--- config.mk ---
export PLATFORM = sky130hd
export DESIGN_NAME = gb_cart_bus_master
export DESIGN_NICKNAME = d
export VERILOG_FILES = /design/src/rtl/gb_cart_pkg.sv /design/src/rtl/gb_cart_clkgen.sv /design/src/rtl/gb_cart_bus_master.sv
export SDC_FILE = /design/constraint.sdc
export NUM_CORES = 1
export LEC_CHECK = 0
export ABC_AREA = 1
export CAP_MARGIN = 20
export CORE_MARGIN = 8
export CORE_UTILIZATION = 35
export DETAILED_ROUTE_END_ITERATION = 8
export GPL_TIMING_DRIVEN = 0
export PLACE_DENSITY_LB_ADDON = 0.25
export SLEW_MARGIN = 25
export SYNTH_ARGS = -nofsm -noshare
export SYNTH_HDL_FRONTEND = slang
export SYNTH_SLANG_ARGS = --single-unit
--- constraint.sdc ---
create_clock -name sys_clock -period 2 [get_ports sys_clock]
set_input_delay 0.6 -clock sys_clock [delete_from_list [all_inputs] [get_ports sys_clock]]
set_output_delay 0.6 -clock sys_clock [all_outputs]
set_load 0.02 [all_outputs]
--- src/rtl/gb_cart_pkg.sv ---
// gb_cart_pkg: state encoding, per-state quarter lengths and
// well-known cartridge addresses for gb_cart_bus_master.
package gb_cart_pkg;

  typedef enum logic [2:0] {
    S_IDLE,
    S_ADDR,
    S_CSEL,
    S_WR,
    S_WREC,
    S_END,
    S_RWAIT,
    S_RHOLD
  } state_e;

  localparam int ADDR_Q  = 1;
  localparam int CSEL_Q  = 2;
  localparam int WR_Q    = 3;
  localparam int WREC_Q  = 1;
  localparam int END_Q   = 1;
  localparam int RWAIT_Q = 2;
  localparam int RHOLD_Q = 3;

  localparam logic [15:0] ROM_BANK_REG = 16'h2000;
  localparam logic [15:0] RAM_BANK_REG = 16'h4000;
  localparam logic [15:0] RAM_BASE     = 16'hA000;

  function automatic int state_quarters(state_e s);
    int q;
    q = 1;
    case (s)
      S_ADDR:  q = ADDR_Q;
      S_CSEL:  q = CSEL_Q;
      S_WR:    q = WR_Q;
      S_WREC:  q = WREC_Q;
      S_END:   q = END_Q;
      S_RWAIT: q = RWAIT_Q;
      S_RHOLD: q = RHOLD_Q;
      default: q = 1;
    endcase
    return q;
  endfunction

endpackage

--- src/rtl/gb_cart_clkgen.sv ---
// gb_cart_clkgen: free-running PHI divider and the cartridge
// reset hold counter that releases cart_nRST after RST_HOLD cycles.
module gb_cart_clkgen #(
  parameter int CLK_HALF = 50,
  parameter int RST_HOLD = 1000
) (
  input  logic sys_clock,
  input  logic reset,
  output logic cart_clk,
  output logic cart_nrst
);

  localparam int HW = $clog2(CLK_HALF + 1);
  localparam int RW = $clog2(RST_HOLD + 1);

  logic [HW-1:0] half_q, half_d;
  logic [RW-1:0] hold_q, hold_d;
  logic          clk_q, clk_d;
  logic          nrst_q, nrst_d;

  always_comb begin
    half_d = half_q + HW'(1);
    clk_d  = clk_q;
    if (half_q == HW'(CLK_HALF - 1)) begin
      half_d = '0;
      clk_d  = ~clk_q;
    end
    hold_d = hold_q;
    nrst_d = nrst_q;
    if (!nrst_q) begin
      hold_d = hold_q + RW'(1);
      if (hold_q == RW'(RST_HOLD - 1)) nrst_d = 1'b1;
    end
  end

  always_ff @(posedge sys_clock or posedge reset) begin
    if (reset) begin
      half_q <= '0;
      clk_q  <= 1'b0;
      hold_q <= '0;
      nrst_q <= 1'b0;
    end else begin
      half_q <= half_d;
      clk_q  <= clk_d;
      hold_q <= hold_d;
      nrst_q <= nrst_d;
    end
  end

  assign cart_clk  = clk_q;
  assign cart_nrst = nrst_q;

endmodule

--- src/rtl/gb_cart_bus_master.sv ---
// gb_cart_bus_master: host-side Game Boy cartridge bus initiator.
// Define GB_CART_DATA_SYNC_EN to route cart_d_i through a 2-flop synchroniser.
module gb_cart_bus_master
  import gb_cart_pkg::*;
#(
  parameter int Q_CYC    = 13,
  parameter int CLK_HALF = 50,
  parameter int RST_HOLD = 1000
) (
  input  logic        sys_clock,
  input  logic        reset,
  input  logic        req_valid,
  output logic        req_ready,
  input  logic        req_write,
  input  logic        req_ram,
  input  logic [15:0] req_addr,
  input  logic [7:0]  req_wdata,
  output logic        rsp_valid,
  output logic [7:0]  rsp_rdata,
  output logic        busy,
  output logic        cart_CLK,
  output logic [15:0] cart_a,
  output logic [7:0]  cart_d_o,
  output logic        cart_d_oe,
  input  logic [7:0]  cart_d_i,
  output logic        cart_nRD,
  output logic        cart_nWR,
  output logic        cart_nCS,
  output logic        cart_nRST
);

  localparam int CW = $clog2(3 * Q_CYC + 1);

  state_e        state_q, state_d;
  logic [CW-1:0] cnt_q, cnt_d;
  logic [15:0]   addr_q, addr_d;
  logic [7:0]    wdata_q, wdata_d;
  logic          write_q, write_d;
  logic          ram_q, ram_d;
  logic          rsp_valid_q, rsp_valid_d;
  logic [7:0]    rsp_rdata_q, rsp_rdata_d;
  logic          accept, last, cap;
  logic [7:0]    cap_data;

  gb_cart_clkgen #(
    .CLK_HALF (CLK_HALF),
    .RST_HOLD (RST_HOLD)
  ) u_clkgen (
    .sys_clock (sys_clock),
    .reset     (reset),
    .cart_clk  (cart_CLK),
    .cart_nrst (cart_nRST)
  );

  assign req_ready = (state_q == S_IDLE) && cart_nRST;
  assign busy      = (state_q != S_IDLE);
  assign accept    = req_valid && req_ready;
  assign last      = (cnt_q == CW'(state_quarters(state_q) * Q_CYC - 1));

`ifdef GB_CART_DATA_SYNC_EN
  logic [7:0] sync1_q, sync2_q;

  always_ff @(posedge sys_clock or posedge reset) begin
    if (reset) begin
      sync1_q <= '0;
      sync2_q <= '0;
    end else begin
      sync1_q <= cart_d_i;
      sync2_q <= sync1_q;
    end
  end

  // Late capture leaves the synchroniser a full quarter to settle.
  assign cap      = (state_q == S_RHOLD) && (cnt_q == CW'(Q_CYC - 1));
  assign cap_data = sync2_q;
`else
  assign cap      = (state_q == S_RWAIT) && last;
  assign cap_data = cart_d_i;
`endif

  always_comb begin
    state_d     = state_q;
    cnt_d       = cnt_q + CW'(1);
    addr_d      = addr_q;
    wdata_d     = wdata_q;
    write_d     = write_q;
    ram_d       = ram_q;
    rsp_valid_d = (state_q == S_RHOLD) && last;
    rsp_rdata_d = cap ? cap_data : rsp_rdata_q;
    if (state_q == S_IDLE) begin
      cnt_d = '0;
      if (accept) begin
        state_d = S_ADDR;
        addr_d  = req_addr;
        wdata_d = req_wdata;
        write_d = req_write;
        ram_d   = req_ram;
      end
    end else if (last) begin
      cnt_d = '0;
      unique case (state_q)
        S_ADDR:  state_d = S_CSEL;
        S_CSEL:  state_d = write_q ? S_WR : S_RWAIT;
        S_WR:    state_d = S_WREC;
        S_WREC:  state_d = S_END;
        S_RWAIT: state_d = S_RHOLD;
        default: state_d = S_IDLE;
      endcase
    end
  end

  always_comb begin
    cart_nRD  = 1'b0;
    cart_nWR  = 1'b1;
    cart_nCS  = 1'b1;
    cart_d_oe = 1'b0;
    unique case (state_q)
      S_ADDR: begin
        cart_nRD  = write_q;
        cart_d_oe = write_q;
      end
      S_CSEL: begin
        cart_nRD  = write_q;
        cart_d_oe = write_q;
        cart_nCS  = ~ram_q;
      end
      S_WR: begin
        cart_nRD  = 1'b1;
        cart_d_oe = 1'b1;
        cart_nCS  = ~ram_q;
        cart_nWR  = 1'b0;
      end
      S_WREC: begin
        cart_nRD  = 1'b1;
        cart_d_oe = 1'b1;
        cart_nCS  = ~ram_q;
      end
      S_RWAIT: cart_nCS = ~ram_q;
      S_RHOLD: cart_nCS = last | ~ram_q;
      default: ;
    endcase
  end

  always_ff @(posedge sys_clock or posedge reset) begin
    if (reset) begin
      state_q     <= S_IDLE;
      cnt_q       <= '0;
      addr_q      <= '0;
      wdata_q     <= '0;
      write_q     <= 1'b0;
      ram_q       <= 1'b0;
      rsp_valid_q <= 1'b0;
      rsp_rdata_q <= '0;
    end else begin
      state_q     <= state_d;
      cnt_q       <= cnt_d;
      addr_q      <= addr_d;
      wdata_q     <= wdata_d;
      write_q     <= write_d;
      ram_q       <= ram_d;
      rsp_valid_q <= rsp_valid_d;
      rsp_rdata_q <= rsp_rdata_d;
    end
  end

  assign cart_a    = addr_q;
  assign cart_d_o  = wdata_q;
  assign rsp_valid = rsp_valid_q;
  assign rsp_rdata = rsp_rdata_q;

endmodule

# Word-level counts from Yosys, hierarchy flattened
# Cells that the tools add are included.
# W data, S select, Z words.
# word_totals
out_inout_bits	41
word_cells	58
register_bits	62
in_bits	37
# op_classes
add_sub_neg	4
n_eq_ne	10
reduce_logical	14
n_mul	1
n_mux	14
bitwise_logic	3
# ops
operator	n
$mux W6	3
$pmux W3 S5	1
$add A6 B1 Y6 const B	2
$mux W3	4
$add A10 B1 Y10 const B	1
$eq A10 B10 Y1 const B	1
$eq A3 B3 Y1 const B	3
$reduce_or A2 Y1	4
$eq A3 B2 Y1 const B	2
$eq A6 B6 Y1	1
$eq A6 B6 Y1 const B	1
$mul A2 B4 Y6 const B	1
$sub A6 B2 Y6 const B	1
$logic_and A1 B1 Y1	4
$pmux W1 S2	2
$pmux W2 S2	1
$reduce_and A2 Y1	2
$reduce_or A4 Y1	1
$eq A3 B1 Y1 const B	1
$logic_not A3 Y1	1
$mux W1	3
$reduce_bool A3 Y1	1
$ne A2 B2 Y1 const B	1
$not A1 Y1	2
other kinds (2)	2

# Logic depth before layout (Yosys ltp)
# logic_depth
ltp_word	8
ltp_mapped	10
ltp_nobuf	9

# Modules after synthesis
# A second synthesis with hierarchy kept.
# unflattened
cells_unflattened	346
area_unflattened_um2	2925.3
# modules_own_cells
mod	n_inst	area_each_um2	cells_each	seq_area_each_um2
gb_cart_bus_master	1	2016.9	234	1101.1
gb_cart_clkgen	1	908.4	112	450.4

# Least setup slack after synthesis
# Ideal clock, no wire load.
# synth_path
path_type	register to output
startpoint	reg state_q[0]
endpoint	out cart_nCS
n_path_buf	0
arrival_time_ns	1.423
t_required_ns	1.400
path_stages_with_launch	8
setup_slack_ns	-0.023
path_cell_list	dfrtp_1 -> inv_2 -> nand2_1 -> nand2_1 -> nand2_1 -> nor2_4 -> nand2_1 -> o21ai_0
# synth_between
elab_chain_cells	8
word_cells_on_any_way	14
classes_between	1 x add/sub; 1 x mul; 6 x eq/ne; 2 x mux; 1 x bitwise; 3 x reduce/logical
# synth_rtl
item	line	source
from (decl)	gb_cart_bus_master.sv:34	state_e state_q, state_d;
from (signal assigned)	gb_cart_bus_master.sv:155	state_q <= state_d;
$eq A3 B3 Y1 or $eq A3 B2 Y1 (tied branches)	gb_cart_pkg.sv:31, gb_cart_bus_master.sv:117	
$reduce_or A2 Y1 (no line)	-	
$pmux W2 S2	gb_cart_pkg.sv:31	case (s)
$mul A2 B4 Y6	gb_cart_bus_master.sv:58	assign last = (cnt_q == CW'(state_quarters(state_q) * Q_CYC - 1));
$sub A6 B2 Y6	gb_cart_bus_master.sv:58	
$eq A6 B6 Y1	gb_cart_bus_master.sv:58	
$or A1 B1 Y1	gb_cart_bus_master.sv:139	S_RHOLD: cart_nCS = last | ~ram_q;
$pmux W1 S2 *	gb_cart_bus_master.sv:117	unique case (state_q)
to (decl)	gb_cart_bus_master.sv:28	output logic cart_nCS,
# Mark *: on every way between the ends. The rest lies on a longest branch, timed or not.

# Worst setup path after layout
# Same ends and word-level chain as after synthesis.

==> flow_summary_export.csv <==
group,metric,value,unit
status,status,"finished with violations",
status,violations,"setup timing",
critical_path,critPathLaunchType,"flip-flop",
hold_path,hold_class,"flip-flop to flip-flop",
global_route,grt_max_degree,26,
critical_path,path_cells,"inv_4, nand2_4, nand2_2, nand2_2, nor2_4, nand2_2, o21ai_2, buf_6",
critical_path,critical_path_class,"flip-flop to output port",
timing,period_minus_slack,2070,ps
critical_path,ff2ff_path_depth,11,
cts,clock_sinks,62,
placement,place_area,3780,um^2
layout,instances_no_fill,522,
layout,final_area,4050,um^2
cts,cts_hold_buf,0,
critical_path,reg2reg_slack,270,ps
floorplan,coreArea,8050,um^2
placement,hpwl,4890,um
cts,cts_tree,"yes",
yosys,synth_top_cell_by_area,"dfrtp_1",
floorplan,rows,33,
layout,antennaDiodeCount,0,
yosys,ys_types,31,
drt,wl_per_cell,12.8,um
power,p_sw_frac,0.220,
hold_path,hold_start,"u_clkgen.cart_clk",
drt,drc,0,
floorplan,dieArea,11300,um^2
timing,finalSetupViolations,3,
drt,via_per_inst,4.54,
timing,finalWorstSetupSlack,-68.4,ps
yosys,dominantRegCellSynth,"dfrtp_1",
yosys,async_flop_share,1.00,
layout,fin_nets,453,
critical_path,arrival,1470,ps
cts,worstSkewPairLatency,330,ps
yosys,synth_top_family_by_area,"simple AND/OR/NAND/NOR gates",
global_route,grt_overflow,0,
global_route,grtUsageTotal,0.124,
placement,io_buffers,76,
critical_path,r2r-start,"state_q[1]",
critical_path,slowest_delay,450,ps
floorplan,die_w,106,um
drt,dr.pass1.iters,4,
timing,max_slew_margin,0.557,
yosys,synth-xor-area-share,0.0339,
global_route,grt_pass1_wl,11300,um
yosys,synth.mux.area_fraction,0,
power,seq_power_share,0.516,
drt,wl_met2,3480,um
power,p_int,1.89,mW
timing,worst_pin_slew,660,ps
power,power_density,599,nW/um^2
timing,drv_slew,0,
cts,clock_path_buffers,2,
floorplan,start_util,0.353,
layout,utilization,0.503,
power,p_switching,0.535,mW
floorplan,ios,78,
power,p_clk_frac,0.436,
cts,cts_buffers,9,
drt,met1_length,2760,um
yosys,synth_nets,357,
yosys,syn_area,2840,um^2
drt,first_iter_violations,79,
drt,wl_met3,377,um
timing,grt_setup_unrepaired,"true",
timing,skew,10.8,ps
critical_path,cp.required,1400,ps
critical_path,critPathSlowestCell,"dfrtp_2",
yosys,synth_area_leaders,"dfrtp_1 55%, nand2_1 13%, nand3_1 6.7%",
yosys,synth_compound_area_frac,0.0524,
power,vdd_drop_max,0.323,mV
layout,syn_to_final_growth,42.6,%
hold_path,hold_depth,1,
yosys,synth_top_area_share,0.546,
yosys,synthCells,316,
layout,drive_above_1_share,0.180,
yosys,syn_avg_cell_area,8.99,um^2
job,drv_cap,0,
hold_path,hold_path_end,"u_clkgen.cart_clk",
yosys,seq_area_frac_synth,0.546,
timing,clock.fmax,0.483,GHz
cts,cts_root_buf,"clkbuf_8",
placement,gp_congestion,0.785,
yosys,ys_warn_count,0,
drt,via_count,2371,
yosys,synth_edf_count,0,
yosys,synth-simple-area-share,0.278,
critical_path,crit_path_end_kind,"output port",
global_route,antenna_found_initial,0,
drt,drt_wl_total,6680,um
placement,placedCellCount,499,
timing,finalCritPeriodShare,1.03,
drt,routed.top_layer,"met4",
yosys,synth-adder-area-share,0.0176,
critical_path,reg2reg_to,"cart_d_o[5]",
cts,cts_htree_levels,3,
yosys,ys_ff_latch,62,
power,cellLeakagePower,2.01,nW
floorplan,die_y,106,um
drt,ant_nets,0,
timing,hold_violations,0,
power,power_frac_comb,0.048,
global_route,grt_pass1_vias,2358,
critical_path,critical_path.most_common_cell,"nand2_2",
critical_path,crit_fanout,5,
cts,clkTransAtPathRegs,70,ps
## critical path: cells and delay by family (launching register included)
family	cells	cell delay (ps)
flip-flops	1	450
AND/OR/NAND/NOR	5	340
buffers and inverters	2	230
AO/OA/AOI/OAI	1	120
## layout by cell type, fill, tap and decap left out, drive strengths merged, types with 2 or more instances in the layout
cell and count:
a21oi 4, buf 23, clkbuf 13, clkdlybuf4s50 69, clkinv 2, clkinvlp 4, dfrtp 62, ha 4
inv 32, nand2 102, nand3 39, nand4 3, nor2 24, nor3 4, nor3b 3, o21ai 12
xnor2 3, xor2 8
## synth_stat cells, types with 3 or more instances
library cell,n
buf_4,3
buf_6,3
clkbuf_1,3
dfrtp_1,62
ha_1,4
inv_1,28
inv_2,4
nand2_1,98
nand2_2,3
nand3_1,38
nand4_1,3
nor2_1,20
nor3_1,4
nor3b_1,3
o21ai_0,4
o21ai_2,8
xnor2_1,3
xor2_1,8
## power groups by stage
stage                     combinational, mW  clock [mW]  sequential (mW)
after floorplan                      0.0307           0             1.28
after global placement                0.110           0             1.28
after detailed placement              0.120           0             1.28
after CTS                             0.121        1.10             1.25
after global routing                  0.130        1.15             1.25
final                                 0.117        1.06             1.25
## per-stage QoR
step	power (mW)	setup slack [ps]	hold slack (ps)	setup TNS, ps
6_report	2.43	-68.4	471	-145
5_1_grt	2.54	-174	480	-500
4_1_cts	2.47	-111	474	-227
3_5_place_dp	1.40	-377	458	-1120
3_3_place_gp	1.39	-371	454	-9640
2_1_floorplan	1.31	129	445	0
## repair_timing
item / in CTS / in global routing
setup buffers: 5 / 3
cloned: 0 / 0
resized for setup: 36 / 15
pin swaps: 4 / 5
hold endpoints to repair: 0 / 0
setup endpoints to repair: 7 / 6
## routing by layer
metal,global-route usage,vias up
li1,-,1194
met2,0.206,53
met4,0.0513,0
met5,0,-
met3,0.0411,5
met1,0.143,1119
## sequential cells by signal, summed over array words and instances (netlist names)
name,flops
cart_a,16
cart_d_o,8
cnt_q,6
ram_q,1
rsp_rdata,8
rsp_valid,1
state_q,3
u_clkgen.cart_clk,1
u_clkgen.cart_nrst,1
u_clkgen.half_q,6
u_clkgen.hold_q,10
write_q,1
## area by class of cell
type	count	area [um^2]
fill	759	4000
sequential	62	1550
multi-input combinational	210	1110
timing repair buffer	86	860
inverter	33	133
tap	105	131
clock buffer	10	128
buffer	10	70.1
clock inverter	6	62.6
## worst max path at each step
stage	startpoint	to	slack, ps
after floorplan	state_q[0]	cart_nCS	130
after global placement	state_q[1]	req_ready	-370
after detailed placement	state_q[1]	req_ready	-380
after CTS	state_q[0]	cart_nCS	-110
after global routing	state_q[0]	cart_nCS	-170
final	state_q[0]	cart_nCS	-70
## kinds of logic after synthesis
| group | Yosys count |
|---|---|
| AO/OA/AOI/OAI | 20 |
| flip-flops | 62 |
| adder cells (fa/ha/maj) | 4 |
| AND/OR/NAND/NOR | 175 |
| buffers and inverters | 44 |
| XOR/XNOR | 11 |
No activity file was read; power rests on OpenSTA's default activity.
